==> src/rtl/img_pkg.sv <==
// ---------------------------------------------------------------------------
// img_pkg
// Shared definitions for the image_stream_proc slice:
//   - point-operation mode codes (MODE_PASS/MODE_BRIGHT/MODE_INVERT/MODE_THRESH)
//   - frame FSM state encoding (ST_BLANK exists only when HBLANK_EN is defined)
//   - default colour component width
//   - max_val(): largest value of an unsigned component of a given width
// Optional build macro: HBLANK_EN (adds the horizontal blanking state).
// ---------------------------------------------------------------------------
package img_pkg;

  localparam int DEFAULT_DW = 8;

  localparam logic [1:0] MODE_PASS   = 2'd0;
  localparam logic [1:0] MODE_BRIGHT = 2'd1;
  localparam logic [1:0] MODE_INVERT = 2'd2;
  localparam logic [1:0] MODE_THRESH = 2'd3;

  typedef enum logic [1:0] {
    ST_IDLE  = 2'd0,
    ST_RUN   = 2'd1
`ifdef HBLANK_EN
    ,
    ST_BLANK = 2'd2
`endif
  } state_t;

  function automatic int max_val(input int dw);
    return (1 << dw) - 1;
  endfunction

endpackage

==> src/rtl/image_stream_proc_if.sv <==
// ---------------------------------------------------------------------------
// image_stream_proc_if
// Pixel stream bundle around image_stream_proc.
//   in_valid/in_ready/in_data       : upstream beats, NPIX packed {R,G,B} pixels
//   out_valid/out_ready/out_data    : processed beats, same packing
//   out_hsync/out_eol/out_eof       : line/frame markers riding with out beats
// Modports:
//   slave  - the processing block (accepts input, drives output)
//   master - the environment (frame source + BMP writer side)
// ---------------------------------------------------------------------------
interface image_stream_proc_if #(
  parameter int NPIX = 2,
  parameter int DW   = img_pkg::DEFAULT_DW
);
  localparam int BW = NPIX * 3 * DW;

  logic          in_valid;
  logic          in_ready;
  logic [BW-1:0] in_data;
  logic          out_valid;
  logic          out_ready;
  logic [BW-1:0] out_data;
  logic          out_hsync;
  logic          out_eol;
  logic          out_eof;

  modport slave (
    input  in_valid, in_data, out_ready,
    output in_ready, out_valid, out_data, out_hsync, out_eol, out_eof
  );

  modport master (
    output in_valid, in_data, out_ready,
    input  in_ready, out_valid, out_data, out_hsync, out_eol, out_eof
  );

endinterface

==> src/rtl/img_pix_op.sv <==
// ---------------------------------------------------------------------------
// img_pix_op
// Two-stage point-operation datapath for a single {R,G,B} pixel.
//   Stage 1: component copy, R+G+B sum, per-component brightness result with
//            one extra bit (carry for add, borrow for subtract).
//   Stage 2: final components selected by mode.
// Ports:
//   HCLK, HRESETn         clock, async active-low reset
//   en                    both stages advance when high
//   mode/sign/value/thresh frame-constant operation controls
//   pix_in / pix_out      packed {R,G,B}, R in the MSBs
// ---------------------------------------------------------------------------
module img_pix_op
  import img_pkg::*;
#(
  parameter int DW = DEFAULT_DW
) (
  input  logic            HCLK,
  input  logic            HRESETn,
  input  logic            en,
  input  logic [1:0]      mode,
  input  logic            sign,
  input  logic [DW-1:0]   value,
  input  logic [DW-1:0]   thresh,
  input  logic [3*DW-1:0] pix_in,
  output logic [3*DW-1:0] pix_out
);

  localparam logic [DW-1:0] MAXC = DW'(max_val(DW));

  logic [DW-1:0] c_in  [3];
  logic [DW:0]   br_in [3];
  logic [DW+1:0] sum_in;

  logic [DW-1:0] s1_c  [3];
  logic [DW:0]   s1_br [3];
  logic [DW+1:0] s1_sum;

  logic [DW+1:0] gray;
  logic [DW-1:0] res [3];

  // Split the pixel into components (index 0 = R) and form the stage-1
  // values. The brightness result keeps one extra MSB: for add it is the
  // carry out, for subtract it is the borrow (result went negative).
  always_comb begin
    for (int k = 0; k < 3; k++) begin
      c_in[k]  = pix_in[(2-k)*DW +: DW];
      br_in[k] = sign ? ({1'b0, c_in[k]} + {1'b0, value})
                      : ({1'b0, c_in[k]} - {1'b0, value});
    end
    sum_in = {2'b00, c_in[0]} + {2'b00, c_in[1]} + {2'b00, c_in[2]};
  end

  // Stage 1 register.
  always_ff @(posedge HCLK or negedge HRESETn) begin
    if (!HRESETn) begin
      s1_sum <= '0;
      for (int k = 0; k < 3; k++) begin
        s1_c[k]  <= '0;
        s1_br[k] <= '0;
      end
    end else if (en) begin
      s1_sum <= sum_in;
      for (int k = 0; k < 3; k++) begin
        s1_c[k]  <= c_in[k];
        s1_br[k] <= br_in[k];
      end
    end
  end

  // Final component selection. Saturation uses the extra MSB from stage 1;
  // gray is the truncating average of the three components.
  always_comb begin
    gray = s1_sum / (DW+2)'(3);
    for (int k = 0; k < 3; k++) begin
      res[k] = s1_c[k];
      case (mode)
        MODE_PASS:   res[k] = s1_c[k];
        MODE_BRIGHT: begin
          if (sign) res[k] = s1_br[k][DW] ? MAXC : s1_br[k][DW-1:0];
          else      res[k] = s1_br[k][DW] ? '0   : s1_br[k][DW-1:0];
        end
        MODE_INVERT: res[k] = MAXC - gray[DW-1:0];
        MODE_THRESH: res[k] = (gray > {2'b00, thresh}) ? MAXC : '0;
        default:     res[k] = s1_c[k];
      endcase
    end
  end

  // Stage 2 register, which is also the block output.
  always_ff @(posedge HCLK or negedge HRESETn) begin
    if (!HRESETn) pix_out <= '0;
    else if (en)  pix_out <= {res[0], res[1], res[2]};
  end

endmodule

==> src/rtl/image_stream_proc.sv <==
// ---------------------------------------------------------------------------
// image_stream_proc
// Streaming point processor between a frame source and a BMP writer.
// Accepts NPIX packed pixels per beat, applies the frame's selected point
// operation through a 2-stage pipeline and emits beats with line/frame
// markers. Mode controls are captured at frame start and held for the frame.
// Ports:
//   HCLK, HRESETn      clock, async active-low reset
//   start              one-cycle frame start request (honoured in IDLE only)
//   mode/sign/value/thresh  operation select and operands
//   stream (slave)     in_* input stream, out_* output stream + markers
//   busy               frame in progress
//   done               one-cycle pulse when the eof beat leaves
// Optional build macro: HBLANK_EN - HBLANK idle input cycles after every
// line except the last one.
// ---------------------------------------------------------------------------
module image_stream_proc
  import img_pkg::*;
#(
  parameter int WIDTH  = 768,
  parameter int HEIGHT = 512,
  parameter int NPIX   = 2,
  parameter int DW     = DEFAULT_DW,
  parameter int HBLANK = 4
) (
  input  logic                HCLK,
  input  logic                HRESETn,
  input  logic                start,
  input  logic [1:0]          mode,
  input  logic                sign,
  input  logic [DW-1:0]       value,
  input  logic [DW-1:0]       thresh,
  image_stream_proc_if.slave  stream,
  output logic                busy,
  output logic                done
);

  localparam int BEATS    = WIDTH * HEIGHT / NPIX;
  localparam int BEAT_W   = $clog2(BEATS + 1);
  localparam int COL_W    = (WIDTH > 1) ? $clog2(WIDTH) : 1;
  localparam int ROW_W    = (HEIGHT > 1) ? $clog2(HEIGHT) : 1;
  localparam int LAST_COL = WIDTH - NPIX;
  localparam int LAST_ROW = HEIGHT - 1;
  localparam int BW       = NPIX * 3 * DW;

  if ((WIDTH % NPIX) != 0) begin : g_bad_width
    $error("WIDTH must be a multiple of NPIX");
  end
  if (HBLANK < 1) begin : g_bad_hblank
    $error("HBLANK must be at least 1");
  end

  state_t            state_q, state_d;
  logic [1:0]        mode_q;
  logic              sign_q;
  logic [DW-1:0]     value_q, thresh_q;
  logic [COL_W-1:0]  col_q;
  logic [ROW_W-1:0]  row_q;
  logic [BEAT_W-1:0] beats_q;
  logic              s1_valid, s1_eol, s1_eof;
  logic              s2_valid, s2_eol, s2_eof;
  logic              done_q;
  logic              stall, adv, in_xfer, line_end, last_row, eof_fire, start_ok;
  wire  [BW-1:0]     pix_out;

`ifdef HBLANK_EN
  localparam int BLANK_W = (HBLANK > 1) ? $clog2(HBLANK) : 1;
  logic [BLANK_W-1:0] blank_cnt_q;
`endif

  // Handshake decode. The whole pipeline moves as one unit: it only freezes
  // when the output register holds a beat the downstream refuses.
  always_comb begin
    stall           = s2_valid && !stream.out_ready;
    adv             = !stall;
    stream.in_ready = (state_q == ST_RUN) && !stall && (beats_q < BEAT_W'(BEATS));
    in_xfer         = stream.in_valid && stream.in_ready;
    line_end        = (col_q == COL_W'(LAST_COL));
    last_row        = (row_q == ROW_W'(LAST_ROW));
    eof_fire        = s2_valid && stream.out_ready && s2_eof;
    // The done cycle is already IDLE; a start there belongs to the frame
    // that just finished and is dropped.
    start_ok        = (state_q == ST_IDLE) && start && !done_q;
  end

  // Next-state logic. The frame ends when the eof beat is accepted
  // downstream, not when the last input arrives, so busy covers the drain.
  always_comb begin
    state_d = state_q;
    case (state_q)
      ST_IDLE: if (start_ok) state_d = ST_RUN;
      ST_RUN: begin
        if (eof_fire) state_d = ST_IDLE;
`ifdef HBLANK_EN
        else if (in_xfer && line_end && !last_row) state_d = ST_BLANK;
`endif
      end
`ifdef HBLANK_EN
      ST_BLANK: begin
        if (eof_fire) state_d = ST_IDLE;
        else if (blank_cnt_q == BLANK_W'(HBLANK - 1)) state_d = ST_RUN;
      end
`endif
      default: state_d = ST_IDLE;
    endcase
  end

  // State register and the registered completion pulse.
  always_ff @(posedge HCLK or negedge HRESETn) begin
    if (!HRESETn) begin
      state_q <= ST_IDLE;
      done_q  <= 1'b0;
    end else begin
      state_q <= state_d;
      done_q  <= eof_fire;
    end
  end

`ifdef HBLANK_EN
  // Counts the cycles spent in BLANK; restarts every time BLANK is entered.
  always_ff @(posedge HCLK or negedge HRESETn) begin
    if (!HRESETn)                 blank_cnt_q <= '0;
    else if (state_q != ST_BLANK) blank_cnt_q <= '0;
    else                          blank_cnt_q <= blank_cnt_q + BLANK_W'(1);
  end
`endif

  // Shadow copies of the operation controls, captured only on an accepted
  // start so mid-frame changes on the inputs have no effect.
  always_ff @(posedge HCLK or negedge HRESETn) begin
    if (!HRESETn) begin
      mode_q   <= MODE_PASS;
      sign_q   <= 1'b0;
      value_q  <= '0;
      thresh_q <= '0;
    end else if (start_ok) begin
      mode_q   <= mode;
      sign_q   <= sign;
      value_q  <= value;
      thresh_q <= thresh;
    end
  end

  // Input position: column in pixels, row in lines, plus total beats taken
  // so in_ready drops once the frame has been fully received.
  always_ff @(posedge HCLK or negedge HRESETn) begin
    if (!HRESETn) begin
      col_q   <= '0;
      row_q   <= '0;
      beats_q <= '0;
    end else if (start_ok) begin
      col_q   <= '0;
      row_q   <= '0;
      beats_q <= '0;
    end else if (in_xfer) begin
      beats_q <= beats_q + BEAT_W'(1);
      if (line_end) begin
        col_q <= '0;
        row_q <= row_q + ROW_W'(1);
      end else begin
        col_q <= col_q + COL_W'(NPIX);
      end
    end
  end

  // Valid and marker pipeline, kept in lockstep with the pixel datapath.
  always_ff @(posedge HCLK or negedge HRESETn) begin
    if (!HRESETn) begin
      s1_valid <= 1'b0;
      s1_eol   <= 1'b0;
      s1_eof   <= 1'b0;
      s2_valid <= 1'b0;
      s2_eol   <= 1'b0;
      s2_eof   <= 1'b0;
    end else if (adv) begin
      s1_valid <= in_xfer;
      s1_eol   <= in_xfer && line_end;
      s1_eof   <= in_xfer && line_end && last_row;
      s2_valid <= s1_valid;
      s2_eol   <= s1_eol;
      s2_eof   <= s1_eof;
    end
  end

  for (genvar k = 0; k < NPIX; k++) begin : g_pix
    img_pix_op #(.DW(DW)) u_pix_op (
      .HCLK    (HCLK),
      .HRESETn (HRESETn),
      .en      (adv),
      .mode    (mode_q),
      .sign    (sign_q),
      .value   (value_q),
      .thresh  (thresh_q),
      .pix_in  (stream.in_data[k*3*DW +: 3*DW]),
      .pix_out (pix_out[k*3*DW +: 3*DW])
    );
  end

  assign stream.out_valid = s2_valid;
  assign stream.out_hsync = s2_valid;
  assign stream.out_eol   = s2_eol;
  assign stream.out_eof   = s2_eof;
  assign stream.out_data  = pix_out;
  assign busy             = (state_q != ST_IDLE);
  assign done             = done_q;

endmodule
==> src/flat_wrapper.sv <==
// flat-port wrapper written by rule: the top's interface ports become plain ports
module image_stream_proc_flat import img_pkg::*;
#(
  parameter int WIDTH  = 768,
  parameter int HEIGHT = 512,
  parameter int NPIX   = 2,
  parameter int DW     = DEFAULT_DW,
  parameter int HBLANK = 4
)
  (HCLK, HRESETn, start, mode, sign, value, thresh, busy, done, stream_in_valid, stream_in_data, stream_out_ready, stream_in_ready, stream_out_valid, stream_out_data, stream_out_hsync, stream_out_eol, stream_out_eof);
  image_stream_proc_if #(.NPIX(NPIX), .DW(DW)) stream_i ();
  input  logic HCLK;
  input  logic HRESETn;
  input  logic start;
  input  logic [1:0] mode;
  input  logic sign;
  input  logic [DW-1:0] value;
  input  logic [DW-1:0] thresh;
  output logic busy;
  output logic done;
  input wire logic [$bits(stream_i.in_valid)-1:0] stream_in_valid;
  input wire logic [$bits(stream_i.in_data)-1:0] stream_in_data;
  input wire logic [$bits(stream_i.out_ready)-1:0] stream_out_ready;
  output wire logic [$bits(stream_i.in_ready)-1:0] stream_in_ready;
  output wire logic [$bits(stream_i.out_valid)-1:0] stream_out_valid;
  output wire logic [$bits(stream_i.out_data)-1:0] stream_out_data;
  output wire logic [$bits(stream_i.out_hsync)-1:0] stream_out_hsync;
  output wire logic [$bits(stream_i.out_eol)-1:0] stream_out_eol;
  output wire logic [$bits(stream_i.out_eof)-1:0] stream_out_eof;
  assign stream_i.in_valid = stream_in_valid;
  assign stream_i.in_data = stream_in_data;
  assign stream_i.out_ready = stream_out_ready;
  assign stream_in_ready = stream_i.in_ready;
  assign stream_out_valid = stream_i.out_valid;
  assign stream_out_data = stream_i.out_data;
  assign stream_out_hsync = stream_i.out_hsync;
  assign stream_out_eol = stream_i.out_eol;
  assign stream_out_eof = stream_i.out_eof;
  image_stream_proc #(.WIDTH(WIDTH), .HEIGHT(HEIGHT), .NPIX(NPIX), .DW(DW), .HBLANK(HBLANK)) u_core (.HCLK(HCLK), .HRESETn(HRESETn), .start(start), .mode(mode), .sign(sign), .value(value), .thresh(thresh), .stream(stream_i), .busy(busy), .done(done));
endmodule
==> config.mk <==
export PLATFORM = sky130hd
export DESIGN_NAME = image_stream_proc_flat
export DESIGN_NICKNAME = d
export VERILOG_FILES = /design/src/rtl/img_pkg.sv /design/src/rtl/image_stream_proc_if.sv /design/src/rtl/img_pix_op.sv /design/src/rtl/image_stream_proc.sv /design/src/flat_wrapper.sv
export SDC_FILE = /design/constraint.sdc
export NUM_CORES = 1
export LEC_CHECK = 0
export BUFFER_PORTS_ARGS = -buffer_cell sky130_fd_sc_hd__buf_2
export CORE_ASPECT_RATIO = 1.5
export CORE_MARGIN = 2
export CORE_UTILIZATION = 55
export CTS_CLUSTER_DIAMETER = 200
export CTS_CLUSTER_SIZE = 30
export DETAILED_ROUTE_END_ITERATION = 10
export PLACE_DENSITY = 0.83
export SLEW_MARGIN = 10
export SYNTH_ARGS = -nofsm -noshare
export SYNTH_HDL_FRONTEND = slang
export SYNTH_SLANG_ARGS = --single-unit
==> constraint.sdc <==
create_clock -name HCLK -period 5.6 [get_ports HCLK]
set_input_delay 0.84 -clock HCLK [delete_from_list [all_inputs] [get_ports HCLK]]
set_output_delay 0.84 -clock HCLK [all_outputs]
set_load 0.01 [all_outputs]
==> key figures <==
Floorplan
  • Die X: between 100 and 150 µm
  • DIE AREA: approximately 28,000 µm²
  • Core Region: 26,310 µm²
  • Die Ht: roughly 200 µm
  • Starting Density: a little under three fifths
  • IO Count: 127
  • FP Rows: 73

Placement
  • Cells after DPL: between 2,000 and 2,500
  • Post-DP HPWL: around 30,000 µm
  • Cell area after placement: 15,440 µm²
  • # port buffers: roughly 130
  • GPL Wtd Cong: 0.9124

Drt
  • 1st-iter DRT viols: 893
  • Vias per cell: 5.995
  • DRC: 0
  • Final wirelength: 39,260 µm
  • ANT nets after route: 0
  • Vias: ~13,000
  • DR WL/cell: 18.66 µm
  • Drt first pass iters: 6

Setup path
  • Required @ worst endpoint: a little under 6 ns
  • Crit. End Element: flip-flop
  • R2R depth: 20
  • CP arrival: between 5 and 6 ns
  • Most used cell, CP: o21ai_0
  • Crit-path leading delay family: compound AO/OA/AOI/OAI gates
  • Crit. path cell count: 20
  • Worst Setup Start Kind: flip-flop
  • Max stage delay on crit path: 0.74 ns
  • Max FO, Critical Path: 21
  • Kind of critical path: flip-flop to flip-flop
  • Crit-path cells: or3b_1, a31oi_1, a22oi_2, and2_1, a211oi_1, nor2_1, ha_1, a21oi_1, mux2i_1, o311ai_1, a32o_1, ha_1, nor2b_1, o21a_1, o21ai_0, a21o_1, a2bb2oi_1, a31oi_1, o21ai_0, o21ai_0
  • WP buf/inv: 0
  • Slowest CP cell: dfrtp_1

Pwr
  • P_leak: around 7.4 nW
  • Seq pwr share: 42.4%
  • Switching fraction of total power: approximately 40%
  • Clk pwr share: between 15 and 20%
  • P_sw: about 0.0021 W
  • VDD IR-drop max: 0.3116 mV
  • Combinational share of power: between 40% and 50%
  • Power Dens Cells: ~340 nW/µm²
  • P_int: between 0.003 and 0.004 W

STA
  • Max Slew Vio Count: 0
  • Min cycle time layout: ~5.3 ns
  • Unrepaired setup endpoints after global routing: false
  • Tcrit/Tclk final: approximately 94%
  • Worst Clk Skew: between 0.02 and 0.03 ns
  • Slew @ Worst Pin: 1.131 ns
  • Worst hold margin: 0.4556 ns
  • Maximum clock frequency: 0.1898 GHz
  • Final Setup Violations: 0
  • Relative slew slack: approximately a quarter
  • Setup TNS: 0 ns
  • Fin. Hold Viols: 0

CTS
  • Number of CTS-inserted buffers: 11
  • Clock root buffer master: clkbuf_16
  • H-tree depth: 1
  • CTS tree: yes
  • Worst skew pair latency: about 0.49 ns
  • Longest Clk Path Bufs: 3
  • Num Clock Sinks: roughly 230
  • CTS clk-pin slew, worst paths: between 0.1 and 0.15 ns

GRT
  • Vias in the first global route: about 12,000
  • Largest net degree at the start of global routing: about 130
  • Grt ovf: 0
  • Initial antenna violation count: 3
  • First-pass GRT wire length: between 60,000 and 70,000 µm
  • GRT Util Overall: roughly 28%

Logic synthesis
  • Yosys cell types: 76
  • Cell count after synthesis: approximately 1,700
  • Sequential fraction of the synthesis area: 39.89%
  • Syn Area/Cell: 8.573 µm²
  • Top-area cell type share of the netlist area: about 40%
  • FFs w/ async S/R, synth: 100.0%
  • Syn Nets: 1,886
  • Top_reg_cell synth: dfrtp_1
  • Number of flops mapped to enable cells by yosys: 0
  • Leading area contributor after synthesis: dfrtp_1
  • Yosys warning total: 0
  • Largest cells by area after synthesis: dfrtp_1 40%, nand2_1 8.0%, ha_1 7.3%, a21oi_1 6.0%, o21ai_0 4.2%
  • Most common library cells after synthesis: 313 x nand2_1, 233 x dfrtp_1, 174 x a21oi_1
  • Mapped cell area: ~15,000 µm²
  • #FFs+latches synth: ~230
  • Most frequent cell after synthesis: nand2_1

Run status
  • Status: completed

Flow run
  • Count of max-cap constraint violations: 0

Final layout
  • Final net count: between 1,500 and 2,000
  • Finished Layout Cells: 2,104
  • Layout cell share with drive strength beyond 1: 9.796%
  • Area grow syn2layout: 7.609%
  • Post-route core utilization: approximately 60%
  • Design area: 15,730 µm²

Min path
  • Worst hold path type: primary input to async pin
cell families (layout without fill, tap and decap cells):
logic type	after synthesis	after routing	synth area share, %
simple gates	595	595	18.49
compound gates	497	497	20.38
buf+inv	174	235	4.725
fa+ha+maj	110	110	10.63
xor+xnor	82	82	4.913
other cells	0	1	0
flops	233	233	39.89
mux	14	14	0.9758
cells in the final DEF, fill, tap and decap left out, drive strengths merged, types with 29 or more instances in the layout:
cell	netlist	final
nand2b	56	56
xnor2	57	57
o22ai	42	42
nor2	107	107
ha	85	85
a21oi	174	174
nand2	314	314
dfrtp	233	233
inv	79	80
o21ai	132	132
o21bai	29	29
buf	24	142
power groups by stage:
stage / sequential [W] / combinational (W) / clock (W)
6_report: 0.00225 / 0.00216 / 0.000902
5_1_grt: 0.00230 / 0.00241 / 0.000962
4_1_cts: 0.00224 / 0.00214 / 0.000918
3_5_place_dp: 0.00228 / 0.00213 / 0
3_3_place_gp: 0.00227 / 0.00207 / 0
2_1_floorplan: 0.00215 / 0.00167 / 0
state kept, by name, indices dropped and copies added (netlist names), 2 cells and up:
| signal | flops |
|---|---|
| u_core.row_q | 9 |
| u_core.col_q | 9 |
| u_core.g_pix.u_pix_op.s1_sum | 20 |
| u_core.thresh_q | 8 |
| u_core.value_q | 8 |
| u_core.g_pix.u_pix_op.pix_out | 48 |
| u_core.beats_q | 18 |
| u_core.g_pix.u_pix_op.s1_br | 54 |
| u_core.g_pix.u_pix_op.s1_c | 48 |
| u_core.mode_q | 2 |
area by class of cell:
class                   instances  area (µm²)
clock inverters                 1       8.758
repair buffers                142       773.2
flip-flops and latches        233        5832
well taps                     337       421.7
clock buffers                  11       275.3
inverters                      81       304.0
multi-input cells            1298        8113
diodes                          1       2.502
fillers                      2241       10580
worst register-to-register path: stages (launching register included):
cell and delay, ns:
dfrtp_1 0.74, or3b_1 0.45, a31oi_1 0.26, a22oi_2 0.14
and2_1 0.26, a211oi_1 0.32, nor2_1 0.12, ha_1 0.31
a21oi_1 0.28, mux2i_1 0.12, o311ai_1 0.32, a32o_1 0.22
ha_1 0.14, nor2b_1 0.04, o21a_1 0.16, o21ai_0 0.17
a21o_1 0.19, a2bb2oi_1 0.36, a31oi_1 0.16, o21ai_0 0.21
o21ai_0 0.17
what timing repair did:
action / in CTS / in global routing
hold endpoints to repair: 0 / 0
hold buffers: 0 / 0
gates resized for setup: 0 / 1
setup buffers: 0 / 0
endpoints found under the setup margin: 0 / 1
path summary, 6_finish.rpt:
path,start,end,slack [ns]
max reg2reg,u_core.g_pix[1].u_pix_op.s1_sum[6]$_DFFE_PN0N_,u_core.g_pix[1].u_pix_op.pix_out[2]$_DFFE_PN0N_,0.33
max in group asynchronous,HRESETn,u_core.g_pix[0].u_pix_op.s1_sum[7]$_DFFE_PN0N_,3.99
min in group HCLK,u_core.s1_valid$_DFFE_PN0N_,u_core.stream.out_hsync$_DFFE_PN0N_,0.47
min,HRESETn,u_core.g_pix[1].u_pix_op.pix_out[19]$_DFFE_PN0N_,0.46
min reg2reg,u_core.s1_valid$_DFFE_PN0N_,u_core.stream.out_hsync$_DFFE_PN0N_,0.47
max,u_core.g_pix[1].u_pix_op.s1_sum[6]$_DFFE_PN0N_,u_core.g_pix[1].u_pix_op.pix_out[2]$_DFFE_PN0N_,0.33
per-stage QoR:
stage                     power [W]  setup WS, ns
final                      0.005318        0.3312
after floorplan            0.003824         1.047
after CTS                  0.005305        0.4651
after global routing       0.005675      0.006381
after detailed placement   0.004410        0.5047
after global placement     0.004334        0.6113
per-layer routing:
layer	track usage [%]	routed length, µm	vias up
met5	0	21	-
met4	14.21	2085	4
met3	2.859	2506	112
met2	47.30	19040	466
met1	36.48	15600	6037
li1	-	-	5994
Power figures use the tool's default switching activity.
